<file path="src/rtl/dcp_pkg.sv">
// Shared constants, types and helpers for the Decoupled dispatch unit.
// Pure declarations: no logic, no latency.
package dcp_pkg;

    // Broadcast code is all-ones of the Dst field; users slice it to their AW.
    localparam logic [31:0] DCP_BCAST_DST = '1;

    typedef enum logic {
        IDLE  = 1'b0,
        BCAST = 1'b1
    } disp_state_e;

    function automatic logic dst_legal(input logic [31:0] dst, input int unsigned snum);
        return dst < snum;
    endfunction

endpackage

</file>
<file path="src/rtl/dcp_bcast_tracker.sv">
// Broadcast sequencer: offers the head beat to every port not yet served and pops once all have taken it.
// Combinational offer/pop from registered sentMask; ports may accept in any cycle order.
module dcp_bcast_tracker
    import dcp_pkg::*;
#(
    parameter int unsigned SNUM = 4
) (
    input  logic            clk,
    input  logic            rst_n,
    input  logic            bcast_vld,
    input  logic [SNUM-1:0] port_rdy,
    output logic [SNUM-1:0] port_vld,
    output logic            pop
);
    disp_state_e     state_q;
    disp_state_e     state_d;
    logic [SNUM-1:0] sent_q;
    logic [SNUM-1:0] sent_d;
    logic [SNUM-1:0] accepting;

    always_ff @(posedge clk or negedge rst_n) begin
        if (!rst_n) begin
            state_q <= IDLE;
            sent_q  <= '0;
        end else begin
            state_q <= state_d;
            sent_q  <= sent_d;
        end
    end

    always_comb begin
        state_d  = state_q;
        sent_d   = sent_q;
        port_vld = '0;
        pop      = 1'b0;
        case (state_q)
            IDLE:    if (bcast_vld) port_vld = {SNUM{1'b1}};
            BCAST:   port_vld = ~sent_q;
            default: ;
        endcase
        accepting = port_vld & port_rdy;
        if (port_vld != '0) begin
            if ((sent_q | accepting) == {SNUM{1'b1}}) begin
                pop     = 1'b1;
                sent_d  = '0;
                state_d = IDLE;
            end else begin
                sent_d  = sent_q | accepting;
                state_d = BCAST;
            end
        end
    end

endmodule

</file>
<file path="src/rtl/gnrl_buf.sv">
// Two-entry valid/ready buffer, output registered, 1 cycle from din to dout, full rate.
// CUT_RDY=1: din_rdy depends only on local state; din_rdy held low during and one cycle after reset.
module gnrl_buf #(
    parameter int unsigned DW      = 8,
    parameter bit          CUT_RDY = 1'b1
) (
    input  logic          clk,
    input  logic          rst_n,
    input  logic          din_vld,
    output logic          din_rdy,
    input  logic [DW-1:0] din_dat,
    output logic          dout_vld,
    input  logic          dout_rdy,
    output logic [DW-1:0] dout_dat
);
    logic [DW-1:0] mem [2];
    logic          wr_ptr;
    logic          rd_ptr;
    logic [1:0]    cnt;
    logic          rdy_en;
    logic          push;
    logic          pop;

    assign dout_vld = (cnt != 2'd0);
    assign dout_dat = mem[rd_ptr];
    assign din_rdy  = rdy_en && ((cnt != 2'd2) || (!CUT_RDY && dout_rdy));
    assign push     = din_vld && din_rdy;
    assign pop      = dout_vld && dout_rdy;

    always_ff @(posedge clk or negedge rst_n) begin
        if (!rst_n) begin
            wr_ptr <= 1'b0;
            rd_ptr <= 1'b0;
            cnt    <= 2'd0;
            rdy_en <= 1'b0;
        end else begin
            rdy_en <= 1'b1;
            if (push) wr_ptr <= ~wr_ptr;
            if (pop)  rd_ptr <= ~rd_ptr;
            cnt <= cnt + 2'(push) - 2'(pop);
        end
    end

    // Storage needs no reset: cnt gates every read.
    always_ff @(posedge clk) begin
        if (push) mem[wr_ptr] <= din_dat;
    end

endmodule

</file>
<file path="src/rtl/dcp_dispatch_unit.sv">
// One-to-many Decoupled dispatcher steering each beat by Dst; out-of-range Dst dropped and counted.
// 2-cycle latency, head-of-line blocking on busy port; DCP_DISPATCH_BCAST_EN adds all-ones broadcast.
module dcp_dispatch_unit
    import dcp_pkg::*;
#(
    parameter int unsigned DW   = 16,
    parameter int unsigned AW   = 2,
    parameter int unsigned SNUM = 4,
    parameter int unsigned CW   = 16
) (
    input  logic                     iClk,
    input  logic                     iRst_n,
    input  logic                     iDcpIn_vld,
    output logic                     iDcpIn_rdy,
    input  logic [AW-1:0]            iDcpIn_dst,
    input  logic [DW-1:0]            iDcpIn_pld,
    output logic [SNUM-1:0]          oDcpOut_vld,
    input  logic [SNUM-1:0]          oDcpOut_rdy,
    output logic [SNUM-1:0][AW-1:0]  oDcpOut_dst,
    output logic [SNUM-1:0][DW-1:0]  oDcpOut_pld,
    output logic [CW-1:0]            oDropCnt
);
    localparam int unsigned BW = AW + DW;

    if (SNUM < 2 || SNUM > (1 << AW)) begin : g_bad_cfg
        $error("dcp_dispatch_unit: SNUM must be in [2, 2**AW]");
    end

    logic            head_vld;
    logic            head_pop;
    logic [BW-1:0]   head_dat;
    logic [AW-1:0]   head_dst;
    logic            head_legal;
    logic            head_bcast;
    logic            drop;
    logic [SNUM-1:0] uni_vld;
    logic [SNUM-1:0] bc_vld;
    logic            bc_pop;
    logic [SNUM-1:0] ob_vld;
    logic [SNUM-1:0] ob_rdy;

    gnrl_buf #(.DW(BW), .CUT_RDY(1'b1)) u_inbuf (
        .clk      (iClk),
        .rst_n    (iRst_n),
        .din_vld  (iDcpIn_vld),
        .din_rdy  (iDcpIn_rdy),
        .din_dat  ({iDcpIn_dst, iDcpIn_pld}),
        .dout_vld (head_vld),
        .dout_rdy (head_pop),
        .dout_dat (head_dat)
    );

    assign head_dst   = head_dat[BW-1:DW];
    assign head_legal = dst_legal(32'(head_dst), SNUM);

`ifdef DCP_DISPATCH_BCAST_EN
    localparam logic [AW-1:0] BCAST_DST = DCP_BCAST_DST[AW-1:0];

    // Broadcast takes precedence even when all-ones is also a real port index.
    assign head_bcast = head_vld && (head_dst == BCAST_DST);

    dcp_bcast_tracker #(.SNUM(SNUM)) u_bcast (
        .clk       (iClk),
        .rst_n     (iRst_n),
        .bcast_vld (head_bcast),
        .port_rdy  (ob_rdy),
        .port_vld  (bc_vld),
        .pop       (bc_pop)
    );
`else
    assign head_bcast = 1'b0;
    assign bc_vld     = '0;
    assign bc_pop     = 1'b0;
`endif

    always_comb begin
        uni_vld = '0;
        for (int k = 0; k < SNUM; k++) begin
            uni_vld[k] = head_vld && head_legal && (head_dst == AW'(k));
        end
        ob_vld   = head_bcast ? bc_vld : uni_vld;
        drop     = head_vld && !head_bcast && !head_legal;
        head_pop = head_bcast ? bc_pop : (drop || (|(uni_vld & ob_rdy)));
    end

    for (genvar k = 0; k < SNUM; k++) begin : g_ob
        logic [BW-1:0] ob_dat;

        gnrl_buf #(.DW(BW), .CUT_RDY(1'b1)) u_outbuf (
            .clk      (iClk),
            .rst_n    (iRst_n),
            .din_vld  (ob_vld[k]),
            .din_rdy  (ob_rdy[k]),
            .din_dat  (head_dat),
            .dout_vld (oDcpOut_vld[k]),
            .dout_rdy (oDcpOut_rdy[k]),
            .dout_dat (ob_dat)
        );

        assign oDcpOut_dst[k] = ob_dat[BW-1:DW];
        assign oDcpOut_pld[k] = ob_dat[DW-1:0];
    end

    always_ff @(posedge iClk or negedge iRst_n) begin
        if (!iRst_n) begin
            oDropCnt <= '0;
        end else if (drop && (oDropCnt != {CW{1'b1}})) begin
            oDropCnt <= oDropCnt + CW'(1);
        end
    end

endmodule

</file>
<file path="config.mk">
export PLATFORM = sky130hd
export DESIGN_NAME = dcp_dispatch_unit
export DESIGN_NICKNAME = d
export VERILOG_FILES = /design/src/rtl/dcp_pkg.sv /design/src/rtl/dcp_bcast_tracker.sv /design/src/rtl/gnrl_buf.sv /design/src/rtl/dcp_dispatch_unit.sv
export SDC_FILE = /design/constraint.sdc
export NUM_CORES = 1
export LEC_CHECK = 0
export ABC_AREA = 1
export CORE_ASPECT_RATIO = 0.5
export CORE_MARGIN = 5
export CORE_UTILIZATION = 55
export DETAILED_ROUTE_END_ITERATION = 6
export DONT_BUFFER_PORTS = 1
export HOLD_SLACK_MARGIN = 0.12
export PLACE_DENSITY = 0.7
export SLEW_MARGIN = 20
export SYNTH_ARGS = -nofsm -noshare
export SYNTH_HDL_FRONTEND = slang
export SYNTH_HIERARCHICAL = 1
export SYNTH_SLANG_ARGS = --single-unit
</file>
<file path="constraint.sdc">
create_clock -name iClk -period 3.3 [get_ports iClk]
set_input_delay 0.66 -clock iClk [delete_from_list [all_inputs] [get_ports iClk]]
set_output_delay 0.66 -clock iClk [all_outputs]
set_load 0.01 [all_outputs]
</file>
; ---- Word-level counts from Yosys, hierarchy flattened
; Memory sizes are Yosys's and may differ from the RTL's.
; Cells that the tools add are included.
; W data, S select, Z words.
[totals]
regBits = 21
output_inout_bits = 93
memories = 5
input_bits = 25
ram_bits = 180
[classes]
n_bitwise = 11
eq_ne = 8
reduce_logical = 26
muxes = 10
n_addsub = 10
[mem_list]
columns = memory, words, word_bits, read_ports, rd_clocked_by_memory_dff, write_ports, line
row1 = g_ob[0].u_outbuf.mem, 2, 18, 1, 0, 1, gnrl_buf.sv:16  ; logic [DW-1:0] mem [2];
row2 = g_ob[1].u_outbuf.mem, 2, 18, 1, 0, 1, gnrl_buf.sv:16
row3 = g_ob[2].u_outbuf.mem, 2, 18, 1, 0, 1, gnrl_buf.sv:16
row4 = g_ob[3].u_outbuf.mem, 2, 18, 1, 0, 1, gnrl_buf.sv:16
row5 = u_inbuf.mem, 2, 18, 1, 0, 1, gnrl_buf.sv:16
[ops]
columns = operator, n
row1 = $logic_and A1 B1 Y1, 19
row2 = $add A2 B1 Y2, 5
row3 = $mux W1, 10
row4 = $ne A2 B2 Y1 const B, 5
row5 = $not A1 Y1, 10
row6 = $reduce_bool A2 Y1, 5
row7 = $sub A2 B1 Y2, 5
row8 = $and A4 B4 Y4, 1
row9 = $eq A2 B2 Y1 const B, 2
row10 = $reduce_or A4 Y1, 1
row11 = $eq A2 B1 Y1 const B, 1
row12 = $logic_not A2 Y1, 1

; ---- Depth between registers and ports, before layout
; An unclocked memory read counts as a cell.
[logic_depth]
ltp_word = 7
ltp_mapped = 17
depth_no_buf = 16

; ---- By module
; The synthesis kept the hierarchy.
[by_module_without_submodules]
columns = module, seq_area_each_um2, area_each_um2, instances, cells_each
row1 = gnrl_buf, 1206.2, 1590.3, 5, 128
row2 = dcp_dispatch_unit, 0.0, 207.7, 1, 37

; ---- Least setup slack after synthesis
; No wires, ideal clock.
[synth_path]
path_type = register -> register
start = reg u_inbuf.rd_ptr
end = mem g_ob[1].u_outbuf/mem[1][0] in the netlist's numbering, enable pin
setup_ns = 0.393
path_buffers = 1
arrival_ns = 2.149
period_less_slack_ns = 2.542
stages_incl_launch_ff = 9
t_required_ns = 2.907
setup_slack_ns = 0.758
cell_sequence = dfrtp_1 inv_2 buf_4 nand2_1 nand2_1 inv_1 nor3_1 nand3_1 nor2_1
[synth_between]
elab_chain_cells = 6
[synth_rtl]
columns = item, line
row1 = from (decl), gnrl_buf.sv:18  ; logic rd_ptr;
row2 = from (signal assigned), gnrl_buf.sv:39  ; if (pop) rd_ptr <= ~rd_ptr;
row3 = $mem_v2 Z2 W18, n/a
row4 = named net head_dat[16], dcp_dispatch_unit.sv:31  ; logic [BW-1:0] head_dat;
row5 = $eq A2 B1 Y1, dcp_dispatch_unit.sv:79  ; uni_vld[k] = head_vld && head_legal && (head_dst == AW'(k));
row6 = $logic_and A1 B1 Y1, dcp_dispatch_unit.sv:79
row7 = named net ob_vld[1], dcp_dispatch_unit.sv:39  ; logic [SNUM-1:0] ob_vld;
row8 = $logic_and A1 B1 Y1, gnrl_buf.sv:27  ; assign push = din_vld && din_rdy;
row9 = $mux W1, gnrl_buf.sv:46  ; if (push) mem[wr_ptr] <= din_dat;
row10 = $mux W1 (implied by the code), gnrl_buf.sv:46
row11 = to (decl), gnrl_buf.sv:16
; The timed path passes the listed nets, and every way through them passes these cells.

; ---- Worst setup path after layout
[layout_path]
start = reg u_inbuf.rd_ptr
end = mem g_ob[1].u_outbuf/mem[0][15] in the netlist's numbering, enable pin
; The elaborated chain is that of the path after synthesis.

==> flow_summary.toml <==
[run_status]
run_status = "finished clean"

[synth]
ys_seq_elements = 205
synth.most_common_cell = "nand2_1"
yosys.area.top_type = "edfxtp_1"
postSynthAreaPerCell_um2 = 12.1
synthTopCellsByArea = "edfxtp_1 (66%), nand2_1 (15%), dfrtp_1 (7.7%), inv_1 (2.2%), buf_4 (1.9%)"
synth_cells = 677
synth.cells.most_frequent = "nand2_1 (327), edfxtp_1 (180), inv_1 (48)"
yosys_warnings = 6
yosysTopAreaCellShare_pct = 66.2
netlist_area_um2 = 8160
async_flop_share_pct = 12.2
synth_ff_type = "edfxtp_1"
synth_edf_count = 180
ys_types = 16
yosysSeqAreaShare_pct = 73.9

[worst_setup_path]
max_stage_delay_ns = 0.58
start_kind = "flip-flop"
cp.arrival_ns = 2.62
cp-end-kind = "flip-flop"
r2r-start = "u_inbuf/rd_ptr$_DFFE_PN0P_"
r2r-end = "g_ob[1].u_outbuf/mem[0][15]$_DFFE_PP_"
reg2reg_depth = 7
path_class = "reg -> reg"
worstPathMaxFanout = 19
slowest_stage = "inv_1"
cp.buffers_inverters = 3
crit_required_ns = 3.40
cp_top_family = "buffers and inverters"
reg2reg_slack_ns = 0.78
cp.depth = 7
worstPathCellList = "buf_4, nand2_1, nand2_1, inv_1, nor3_1, nand4_1, inv_1"

[sta]
fmax_mhz = 396
rsz0062_at_grt = "no"
hold_slack_ns = 0.273
slew_viol_final = 0
period_share_pct = 76.5
skew_ns = 0.0169
worst_pin_slew_ns = 0.806
final.min_clock_period_ns = 2.52
maxSlewHeadroom_pct = 46.2
hold_viol = 0
fin_ws_ns = 0.776
tns_ns = 0
setup_viol = 0

[power]
power_frac_seq_pct = 46.3
p_leak_nw = 3.75
pwr-share-comb_pct = 28.8
clockPowerShare_pct = 24.9
p_int_mw = 5.07
irDropWorstVdd_uv = 401
switchingPower_mw = 2.78
totalPowerFinal_mw = 7.85
switching_share_pct = 35.4
power_density_nw_per_um2 = 890

[global_routing]
grt_pass1_vias = 4475
grtUsageMet1_pct = 24.3
antenna_found_initial = 0
grt_util_met3_pct = 5.29
track_usage_pct = 18.1
grt-ovfl-total = 0
top_usage_layer = "met2"
met2_usage_pct = 29.8
grt_pass1_wl_mm = 24.4
grt_max_degree = 26

[clocking]
root_buffer = "clkbuf_16"
cts_buffers = 19
cts_tree = "yes"
clk_latency_ns = 0.48
post_cts_buffers = 0
cts_num_sinks = 205
cts_max_level = 1
clkTransAtPathRegs_ns = 0.06
clk_path_buf_depth = 3

[place]
gp_congestion = 0.748
hpwl_mm = 10.9
place_ws_ns = 0.794
io_buffers = 0

[floorplanning]
rows = 31
die_height_um = 96.1
ios = 118
start_util_pct = 56.2
die_x_um = 182
dieArea_um2 = 17500
core_area_um2 = 14500

[routing]
drt-total-wl_mm = 15.6
first_iter_violations = 357
drtPass1Iterations = 5
ant_nets = 0
drc_errors = 0
drt-wirelength-per-cell_um = 17.3
vias = 4634
via_per_inst = 5.13

[layout]
syn_to_final_growth_pct = 8.07
diodes = 0
multi_input_area_um2 = 1670
nets = 732
fillers = 1124
seq_area_um2 = 6030
final_layout_size_suffix_gt1_share_pct = 6.52

[job]
max_cap_viol_count = 0

[worst_hold_path]
min_path_type = "in -> reg"
min_to = "u_inbuf/mem[1][17]$_DFFE_PP_"
worstHoldStart = "iDcpIn_dst[1]"
whs_path_depth = 0
cell type report:
cell class	instances	area share, %
Tap cell	198	2.81
Inverter	53	2.26
Clock inverter	2	0.170
Multi-Input combinational cell	403	19.0
Sequential cell	205	68.4
Timing Repair Buffer	15	1.45
Clock buffer	27	5.96
cell usage in the layout (no fill, tap or decap):
cell,synthesis,routed
clkbuf_8,0,2
ha_1,10,10
nor2_1,9,9
conb_1,6,21
dfrtp_1,25,25
nand2_1,327,327
clkbuf_1,0,6
nor3_1,2,2
inv_1,48,48
nand4_1,6,6
dlygate4sd3_1,0,1
buf_4,21,13
buf_12,5,1
clkinv_1,0,1
nand3_1,18,18
a21boi_0,5,5
edfxtp_1,180,180
inv_8,0,1
nand2_2,5,5
clkbuf_16,0,19
inv_2,5,5
power groups by stage:
stage / Sequential [mW] / Combinational (mW) / Clock (mW)
after floorplan: 3.64 / 1.82 / 0
after global placement: 3.67 / 2.19 / 0
after detailed placement: 3.69 / 2.29 / 0
after CTS: 3.63 / 2.31 / 2.00
after global routing: 3.67 / 2.58 / 2.11
final: 3.63 / 2.26 / 1.95
per-layer routing:
metal,share of wire [%],wire [um]
met1,44,6850
met2,47,7340
met3,7.2,1130
met4,2.0,316
met5,0,0
worst reg2reg max path: stages, from the launching register on:
cell and delay (ns):
dfrtp_1 0.36, buf_4 0.25, nand2_1 0.08, nand2_1 0.36, inv_1 0.11, nor3_1 0.25, nand4_1 0.14, inv_1 0.58
how the worst max path moves through the flow:
stage | startpoint | to | slack [ns]
finish | u_inbuf/rd_ptr$_DFFE_PN0P_ | g_ob[1].u_outbuf/mem[0][15]$_DFFE_PP_ | 0.78
global route | u_inbuf/rd_ptr$_DFFE_PN0P_ | g_ob[1].u_outbuf/mem[0][9]$_DFFE_PP_ | 0.58
global placement | u_inbuf/rd_ptr$_DFFE_PN0P_ | g_ob[1].u_outbuf/mem[0][7]$_DFFE_PP_ | 0.96
detailed placement | u_inbuf/rd_ptr$_DFFE_PN0P_ | g_ob[1].u_outbuf/mem[0][9]$_DFFE_PP_ | 0.79
CTS | u_inbuf/rd_ptr$_DFFE_PN0P_ | g_ob[1].u_outbuf/mem[0][15]$_DFFE_PP_ | 0.78
floorplan | u_inbuf/rd_ptr$_DFFE_PN0P_ | g_ob[1].u_outbuf/mem[1][0]$_DFFE_PP_ | 0.76
cells by family after synthesis:
group	Yosys count	share of synthesized area, %
AND/OR/NAND/NOR	367	17.5
flip-flops	205	73.9
buffers and inverters	84	6.29
adder cells (fa/ha/maj)	10	1.53
other	6	0.276
AO/OA/AOI/OAI	5	0.460
per-stage QoR:
stage,cell area (um2),cells,utilization [%]
finish,8820,903,60.8
global route,8820,903,60.8
CTS,8820,903,60.8
detailed placement,8250,872,56.8
global placement,8250,872,56.8
floorplan,8220,692,-
repair_timing:
item / in CTS / in global routing
hold buffers: 2 / 0
hold endpoints to repair: 25 / 0
resized for setup: 0 / 0
registers in the layout, indices dropped and copies added (netlist names), 2 cells and up:
name	cells
g_ob.u_outbuf/cnt	8
g_ob.u_outbuf/mem	144
g_ob.u_outbuf/rd_ptr	4
g_ob.u_outbuf/rdy_en	4
g_ob.u_outbuf/wr_ptr	4
u_inbuf/cnt	2
u_inbuf/mem	36
No activity file was read; power rests on OpenSTA's default activity.
